`config.mk`:
```
export PLATFORM = sky130hd
export DESIGN_NAME = exe_mem_req
export DESIGN_NICKNAME = d
export VERILOG_FILES = /design/src/rtl/exe_mem_req.sv
export SDC_FILE = /design/constraint.sdc
export NUM_CORES = 1
export LEC_CHECK = 0
export ABC_AREA = 1
export CAP_MARGIN = 30
export CORE_UTILIZATION = 49
export DETAILED_ROUTE_END_ITERATION = 10
export HOLD_SLACK_MARGIN = 0.03
export PLACE_DENSITY = 0.92
export SYNTH_ARGS = -nofsm -noshare
export SYNTH_HDL_FRONTEND = slang
export SYNTH_SLANG_ARGS = --single-unit
```
`constraint.sdc`:
```
create_clock -name clk -period 4.5 [get_ports clk]
set_clock_uncertainty 0.1 [all_clocks]
set_input_delay 0.9 -clock clk [delete_from_list [all_inputs] [get_ports clk]]
set_output_delay 0.9 -clock clk [all_outputs]
set_load 0.05 [all_outputs]
```
`src/rtl/exe_mem_req.sv`:
```
// EX-stage data-memory request issuer.
// Formats ld/st requests, detects misaligned addresses, runs the req/addr_ok
// handshake and tracks accepted-but-unanswered requests.
module exe_mem_req #(
  parameter int MAX_OUTSTANDING = 2
) (
  input  logic        clk,
  input  logic        resetn,
  input  logic        es_valid,
  input  logic [3:0]  es_mem_op,
  input  logic [31:0] es_addr,
  input  logic [31:0] es_st_data,
  input  logic        es_ex,
  input  logic        ex_block,
  input  logic        flush,
  input  logic        ms_allowin,
  input  logic        data_sram_addr_ok,
  input  logic        data_sram_data_ok,
  output logic        es_ready_go,
  output logic        ale_ex,
  output logic        data_sram_req,
  output logic        data_sram_wr,
  output logic [1:0]  data_sram_size,
  output logic [3:0]  data_sram_wstrb,
  output logic [31:0] data_sram_addr,
  output logic [31:0] data_sram_wdata,
  output logic [1:0]  outstanding_cnt
);

  typedef enum logic [1:0] {
    S_IDLE  = 2'd0,
    S_REQ   = 2'd1,
    S_SENT  = 2'd2,
    S_DRAIN = 2'd3
  } state_t;

  localparam logic [3:0] OP_LD_B  = 4'd1;
  localparam logic [3:0] OP_LD_BU = 4'd2;
  localparam logic [3:0] OP_LD_H  = 4'd3;
  localparam logic [3:0] OP_LD_HU = 4'd4;
  localparam logic [3:0] OP_LD_W  = 4'd5;
  localparam logic [3:0] OP_ST_B  = 4'd6;
  localparam logic [3:0] OP_ST_H  = 4'd7;
  localparam logic [3:0] OP_ST_W  = 4'd8;

  state_t      r_state, w_nxt;
  logic [1:0]  r_cnt;
  logic        r_wr;
  logic [1:0]  r_size;
  logic [3:0]  r_wstrb;
  logic [31:0] r_addr;
  logic [31:0] r_wdata;

  logic        w_is_mem, w_is_h, w_is_w, w_ale;
  logic        w_cnt_ok, w_issue, w_req, w_rg, w_use_latch;
  logic        w_wr;
  logic [1:0]  w_size;
  logic [3:0]  w_wstrb;
  logic [31:0] w_wdata;

  assign w_is_mem = (es_mem_op >= OP_LD_B) && (es_mem_op <= OP_ST_W);
  assign w_is_h   = (es_mem_op == OP_LD_H) || (es_mem_op == OP_LD_HU) || (es_mem_op == OP_ST_H);
  assign w_is_w   = (es_mem_op == OP_LD_W) || (es_mem_op == OP_ST_W);
  assign w_ale    = es_valid & ((w_is_h & es_addr[0]) | (w_is_w & (es_addr[1:0] != 2'b00)));
  assign w_cnt_ok = int'(r_cnt) < MAX_OUTSTANDING;
  // resetn gates issue so the bus sees no request while reset is held,
  // even if the EX inputs are still active.
  assign w_issue  = resetn & es_valid & w_is_mem & ~w_ale & ~es_ex & ~ex_block & ~flush & w_cnt_ok;

  // Format size/strobe/data from the current EX instruction.
  always_comb begin
    w_wr    = 1'b0;
    w_size  = 2'd0;
    w_wstrb = 4'b0000;
    w_wdata = 32'h0;
    case (es_mem_op)
      OP_LD_B, OP_LD_BU: w_size = 2'd0;
      OP_LD_H, OP_LD_HU: w_size = 2'd1;
      OP_LD_W:           w_size = 2'd2;
      OP_ST_B: begin
        w_wr    = 1'b1;
        w_size  = 2'd0;
        w_wstrb = 4'b0001 << es_addr[1:0];
        w_wdata = {4{es_st_data[7:0]}};
      end
      OP_ST_H: begin
        w_wr    = 1'b1;
        w_size  = 2'd1;
        w_wstrb = es_addr[1] ? 4'b1100 : 4'b0011;
        w_wdata = {2{es_st_data[15:0]}};
      end
      OP_ST_W: begin
        w_wr    = 1'b1;
        w_size  = 2'd2;
        w_wstrb = 4'b1111;
        w_wdata = es_st_data;
      end
      default: ;
    endcase
  end

  // Handshake FSM: next state, req and ready_go.
  always_comb begin
    w_nxt       = r_state;
    w_req       = 1'b0;
    w_rg        = 1'b0;
    w_use_latch = 1'b0;
    case (r_state)
      S_IDLE: begin
        w_req = w_issue;
        if (w_issue) begin
          w_rg = data_sram_addr_ok;
          if (data_sram_addr_ok)
            w_nxt = (es_valid & ms_allowin) ? S_IDLE : S_SENT;
          else
            w_nxt = S_REQ;
        end else begin
          // Non-memory or excepting instrs pass straight through; a clean
          // memory op only waits here when the counter is full or flushed.
          w_rg = ~w_is_mem | w_ale | es_ex | ex_block;
        end
      end
      S_REQ: begin
        w_req       = 1'b1;
        w_use_latch = 1'b1;
        if (flush) begin
          w_nxt = data_sram_addr_ok ? S_IDLE : S_DRAIN;
        end else if (data_sram_addr_ok) begin
          w_rg  = 1'b1;
          w_nxt = (es_valid & ms_allowin) ? S_IDLE : S_SENT;
        end
      end
      S_SENT: begin
        w_rg = 1'b1;
        if ((es_valid & ms_allowin) | flush)
          w_nxt = S_IDLE;
      end
      S_DRAIN: begin
        // Bus protocol forbids dropping req before addr_ok, so keep it up.
        w_req       = 1'b1;
        w_use_latch = 1'b1;
        if (data_sram_addr_ok)
          w_nxt = S_IDLE;
      end
      default: w_nxt = S_IDLE;
    endcase
  end

  // Drive bus fields: latched while waiting, live while issuing, else zero.
  always_comb begin
    data_sram_wr    = 1'b0;
    data_sram_size  = 2'd0;
    data_sram_wstrb = 4'b0000;
    data_sram_addr  = 32'h0;
    data_sram_wdata = 32'h0;
    if (w_use_latch) begin
      data_sram_wr    = r_wr;
      data_sram_size  = r_size;
      data_sram_wstrb = r_wstrb;
      data_sram_addr  = r_addr;
      data_sram_wdata = r_wdata;
    end else if (w_req) begin
      data_sram_wr    = w_wr;
      data_sram_size  = w_size;
      data_sram_wstrb = w_wstrb;
      data_sram_addr  = es_addr;
      data_sram_wdata = w_wdata;
    end
  end

  assign data_sram_req   = w_req;
  assign es_ready_go     = w_rg;
  assign ale_ex          = w_ale;
  assign outstanding_cnt = r_cnt;

  // State register.
  always_ff @(posedge clk or negedge resetn) begin
    if (!resetn) r_state <= S_IDLE;
    else         r_state <= w_nxt;
  end

  // Capture request fields on every issue so REQ/DRAIN hold them stable.
  always_ff @(posedge clk or negedge resetn) begin
    if (!resetn) begin
      r_wr    <= 1'b0;
      r_size  <= 2'd0;
      r_wstrb <= 4'b0000;
      r_addr  <= 32'h0;
      r_wdata <= 32'h0;
    end else if (r_state == S_IDLE && w_issue) begin
      r_wr    <= w_wr;
      r_size  <= w_size;
      r_wstrb <= w_wstrb;
      r_addr  <= es_addr;
      r_wdata <= w_wdata;
    end
  end

  // Outstanding counter: accept increments, response decrements, never wraps below 0.
  always_ff @(posedge clk or negedge resetn) begin
    if (!resetn) begin
      r_cnt <= 2'd0;
    end else begin
      case ({w_req & data_sram_addr_ok, data_sram_data_ok & (r_cnt != 2'd0)})
        2'b10:   r_cnt <= r_cnt + 2'd1;
        2'b01:   r_cnt <= r_cnt - 2'd1;
        default: r_cnt <= r_cnt;
      endcase
    end
  end

endmodule
```
-- Word level (Yosys, flattened, before mapping)
Cells that the tools add are included.
- logic and storage cells: 96
- register bits: 75
- ROM bits: 0
- bits of input ports: 77
- memory bits (writable): 0
- bits in latches: 0
- memories kept: 0
- equality and inequality tests: 15
- divide/modulo/power cells: 0
- order comparisons: 3
- muxes and demuxes: 31
- reductions and logical operators: 14
- shift-type cells: 1
- $add $sub $neg: 2
- bitwise operators: 23
- $mul: 0
- operator list (kind ; count):
    $mux W32 ; 4
    $pmux W32 S3 ; 1
    $mux W2 ; 10
    $eq A4 B3 Y1 const B ; 4
    $and A1 B1 Y1 ; 13
    $mux W4 ; 3
    $pmux W4 S3 ; 1
    $pmux W2 S2 ; 2
    $pmux W2 S4 ; 1
    $mux W1 ; 7
    $eq A2 B2 Y1 const B ; 3
    $ne A2 B2 Y1 const B ; 3
    $reduce_bool A2 Y1 ; 3
    $reduce_or A3 Y1 ; 2
    $not A1 Y1 ; 5
    $or A1 B1 Y1 ; 5
    $eq A2 B1 Y1 const B ; 2
    $eq A4 B2 Y1 const B ; 1
    $eq A4 B4 Y1 const B ; 1
    $ge A4 B1 Y1 const B ; 1
    $le A4 B4 Y1 const B ; 1
    $reduce_and A4 Y1 ; 1
    $reduce_or A2 Y1 ; 2
    $shl A1 B2 Y4 const A ; 1
    other kinds (9) ; 12

-- Longest topological paths before layout
- word-level depth: 16
- gate-level depth with buffers: 15
- mapped depth without buffers: 14

-- Least setup slack after synthesis
OpenSTA, ideal clock, no wires.
- kind: in2out
- from: input port es_mem_op[2]
- to: output port data_sram_addr[27]
- buffers on the path: 1
- data required time: 3.500 ns
- slack: 0.621 ns
- stages on the path: 8
- arrival: 2.879 ns
- cell sequence: inv_2 -> nand2_2 -> nor2_8 -> inv_2 -> a21oi_4 -> nand4_4 -> clkbuf_1 -> o21ai_0
- longest elaborated chain between the ends: 15
- RTL lines (element ; RTL line ; text):
    start, declared ; 10 ; input logic [3:0] es_mem_op,
    $eq A4 B2 Y1 / $eq A4 B3 Y1 (equally long branches) ; 62 ; assign w_is_h = (es_mem_op == OP_LD_H) || (es_mem_op == OP_LD_HU) || (es_mem_op == OP_ST_H);
    $logic_or A1 B1 Y1 (2 in a row) ; 62 ;
    $and A1 B1 Y1 ; 64 ; assign w_ale = es_valid & ((w_is_h & es_addr[0]) | (w_is_w & (es_addr[1:0] != 2'b00)));
    $or A1 B1 Y1 ; 64 ;
    $and A1 B1 Y1 ; 64 ;
    $not A1 Y1 ; 68 ; assign w_issue = resetn & es_valid & w_is_mem & ~w_ale & ~es_ex & ~ex_block & ~flush & w_cnt_ok;
    $and A1 B1 Y1 * (5 in a row) ; 68 ;
    $pmux W1 S2 * ; 108 ; case (r_state)
    $mux W32 * ; 162 ; end else if (w_req) begin
    $mux W32 * ; 156 ; if (w_use_latch) begin
    end, declared ; 25 ; output logic [31:0] data_sram_addr,
Every way passes the cells marked *; elsewhere a longest branch is shown, timed or not.

-- Worst setup path after layout
- from: input port es_mem_op[1]
- to: output port data_sram_addr[29]
The elaborated chain is that of the path after synthesis.

==> out/results.tsv <==
stage	metric	value	unit
clocking	clk_path_buf_depth	2	
setup_path	required	3.50	ns
timing	period_minus_slack	4.08	ns
grt	grt_start_max_net_pins	107	
layout	final_cell_mix	nand2_1 (169), o21ai_1 (133), clkdlybuf4s50_1 (78)	
timing	slew_viol_final	0	
routing	wl_per_cell	15.8	um
clocking	cts.sinks	75	
clocking	cts_setup_buffers	0	
layout	fin_nets	787	
synthesis	synth_largest_area_cell	dfrtp_1	
synthesis	syn_area_per_cell	7.41	um^2
synthesis	yosysTopAreaCellShare	44.1	%
setup_path	critical-path-max-stage-delay	0.57	ns
place	dp_hpwl	9130	um
layout	mostFrequentLayoutCell	nand2_1	
pwr	ir_worst_vdd	0.167	mV
routing	ant_nets	0	
clocking	clk_latency	0.34	ns
synthesis	ys_types	30	
timing	clock.fmax	245	MHz
clocking	cts-root-buf	clkbuf_8	
hold_path	hp-class	flip-flop to flip-flop	
routing	first_pass_iters	5	
grt	grt_overflow	0	
setup_path	critical_path_arrival	3.08	ns
timing	finalSetupTns	0	ns
routing	num_vias	4606	
setup_path	r2r_start	r_state[0]$_DFFE_PN0P_	
status	status	complete, no violations	
floorplanning	die_h	95.2	um
clocking	clkTransAtPathRegs	0.07	ns
floorplanning	start_util	51.3	%
timing	finalSetupViolations	0	
timing	rsz0062_at_grt	false	
clocking	htreeDepth	3	
setup_path	r2r_slack	2.21	ns
setup_path	crit_chain	clkdlybuf4s50_1 -> inv_2 -> nand2_2 -> o21ai_0 -> a21oi_4 -> nand4_4 -> buf_4 -> o21ai_0 -> buf_12	
floorplanning	std_cell_rows	33	
timing	finalHoldViolCount	0	
synthesis	synth_xor_xnor_area_share	0.411	%
flow_run	maxCapViolCount	0	
synthesis	netlist_area	4260	um^2
setup_path	crit_family	buffers and inverters	
floorplanning	core	8300	um^2
setup_path	critPathLaunch	es_mem_op[1]	
floorplanning	dieArea	9070	um^2
setup_path	path_buf_inv	4	
setup_path	cp-start-kind	primary input	
grt	antenna_found_initial	0	
setup_path	critical-path-slowest-cell	clkdlybuf4s50_1	
synthesis	synthMuxAreaShare	0	%
clocking	numCtsBuffers	9	
layout	drive_gt1_share	15.8	%
pwr	leakage	2.92	nW
synthesis	synth_compound_area_share	25.8	%
setup_path	end_kind	output port	
hold_path	hp-start	r_wr$_DFFE_PN0P_	
synthesis	synth_top_family_by_area	compound AO/OA/AOI/OAI gates	
place	io_buffers	152	
grt	grtUsageMet1	35.1	%
grt	grt_pass1_wl	21000	um
grt	grt_pass1_vias	4505	
place	postPlaceCellArea	6480	um^2
clocking	ctsHoldBuffers	0	
timing	slew_headroom	37.9	%
setup_path	critPathMaxFanout	30	
pwr	p_per_area	315	nW/um^2
routing	drt_iter0_markers	360	
synthesis	yosys.area_share.simple	18.6	%
grt	top_usage_layer	met2	
timing	tightest_slew	0.932	ns
floorplanning	die_w	95.2	um
routing	wirelength	12900	um
synthesis	synthTopCellsByArea	dfrtp_1 (44%), o21ai_1 (16%), nand2_1 (15%), inv_1 (4.8%), a21oi_1 (3.1%)	
timing	holdWs	0.389	ns
routing	drc	0	
synthesis	syn_inst	575	
clocking	cts_resized	0	
layout	final_area	6710	um^2
place	place_congestion	0.919	
synthesis	ys_ff_latch	75	
synthesis	syn-num-nets	653	
synthesis	synth-seq-area-share	44.1	%
synthesis	synth_fa_ha_area_share	0.294	%
layout	syn_to_final_growth	57.4	%
synthesis	ys_warn_count	0	
clocking	cts_tree	built	
routing	vias_per_cell	5.62	
timing	fin_crit_sh	90.7	%
grt	use_met3	5.66	%
setup_path	path_class	primary input to output port	
layout	antenna-diode-count	0	
floorplanning	top_level_ports	153	
grt	grt_usage	30.1	%
setup_path	path_common_cell	o21ai_0	
grt	grt_use_met2	52.0	%
-- state kept, by name, summed over array words and instances, names as in the netlist --
name / cells
r_addr: 32
r_size: 2
outstanding_cnt: 2
r_state: 2
r_wdata: 32
r_wstrb: 4
r_wr: 1
-- kinds of logic (layout without fill, tap and decap cells) --
group,Yosys count,in the layout
AO/OA/AOI/OAI,206,206
buffers and inverters,97,236
AND/OR/NAND/NOR,194,194
flip-flops,75,75
adder cells (fa/ha/maj),1,1
XOR/XNOR,2,2
-- synth_stat cells --
library cell	count
or2_2	2
xor2_1	1
nor2_2	1
dfrtp_1	75
a211oi_1	2
nor2_4	1
o211ai_1	1
buf_4	7
ha_1	1
nor3_1	1
nor2_8	1
o21ai_0	21
nand2_2	3
inv_1	55
xnor2_1	1
buf_2	2
nand2_1	169
a22oi_1	8
a21oi_1	26
nand3_1	7
clkbuf_1	19
nand4_4	1
a21oi_4	1
inv_2	5
buf_6	9
o21ai_1	133
o21a_1	1
a31oi_1	5
nor2_1	8
o31ai_1	8
-- layer usage --
layer / share of wire (%) / vias up
li1: - / 2157
met1: 37 / 2096
met2: 50 / 303
met3: 8.8 / 50
met4: 3.4 / 0
met5: 0 / -
-- worst reg2reg max path: cells and delay by family, from the launching register on --
kind | cells | cell delay [ns]
buffers and inverters | 2 | 0.82
and+or+nand+nor | 2 | 0.22
DFF | 1 | 0.36
xor gates and xnor gates | 1 | 0.16
AOI/OAI and AO/OA | 2 | 0.22
adders and majority gates | 1 | 0.31
-- through the flow --
stage	setup WS, ns	utilization, %	power (mW)	cells
after floorplan	0.621	-	1.24	575
after global placement	0.581	78.1	1.50	803
after detailed placement	0.466	78.1	1.53	803
after CTS	0.461	80.8	2.12	819
after global routing	0.259	80.8	2.22	819
final	0.418	80.8	2.11	819
-- power breakdown --
| part | internal [mW] | switching, mW | total, mW |
|---|---|---|---|
| Combinational | 0.267 | 0.392 | 0.659 |
| Clock | 0.342 | 0.237 | 0.579 |
| Sequential | 0.799 | 0.0736 | 0.872 |
| Total | 1.41 | 0.703 | 2.11 |
-- final cells by class --
cell class,instances,area [um^2]
Multi-Input combinational cell,403,1920
Fill cell,511,1590
Clock buffer,12,155
Tap cell,105,131
Clock inverter,4,72.6
Inverter,60,225
Timing Repair Buffer,160,2320
Sequential cell,75,1880
-- path summary, 6_finish.rpt --
check | end | cells after the start
setup / recovery | data_sram_addr[29] | 9
hold / removal | r_wr$_DFFE_PN0P_ | 2
setup reg to reg | outstanding_cnt[1]$_DFFE_PN0P_ | 8
hold reg to reg | r_wr$_DFFE_PN0P_ | 2
max in group asynchronous | r_state[0]$_DFFE_PN0P_ | 2
min in group asynchronous | r_addr[29]$_DFFE_PN0P_ | 2
No activity file was read; power rests on OpenSTA's default activity.
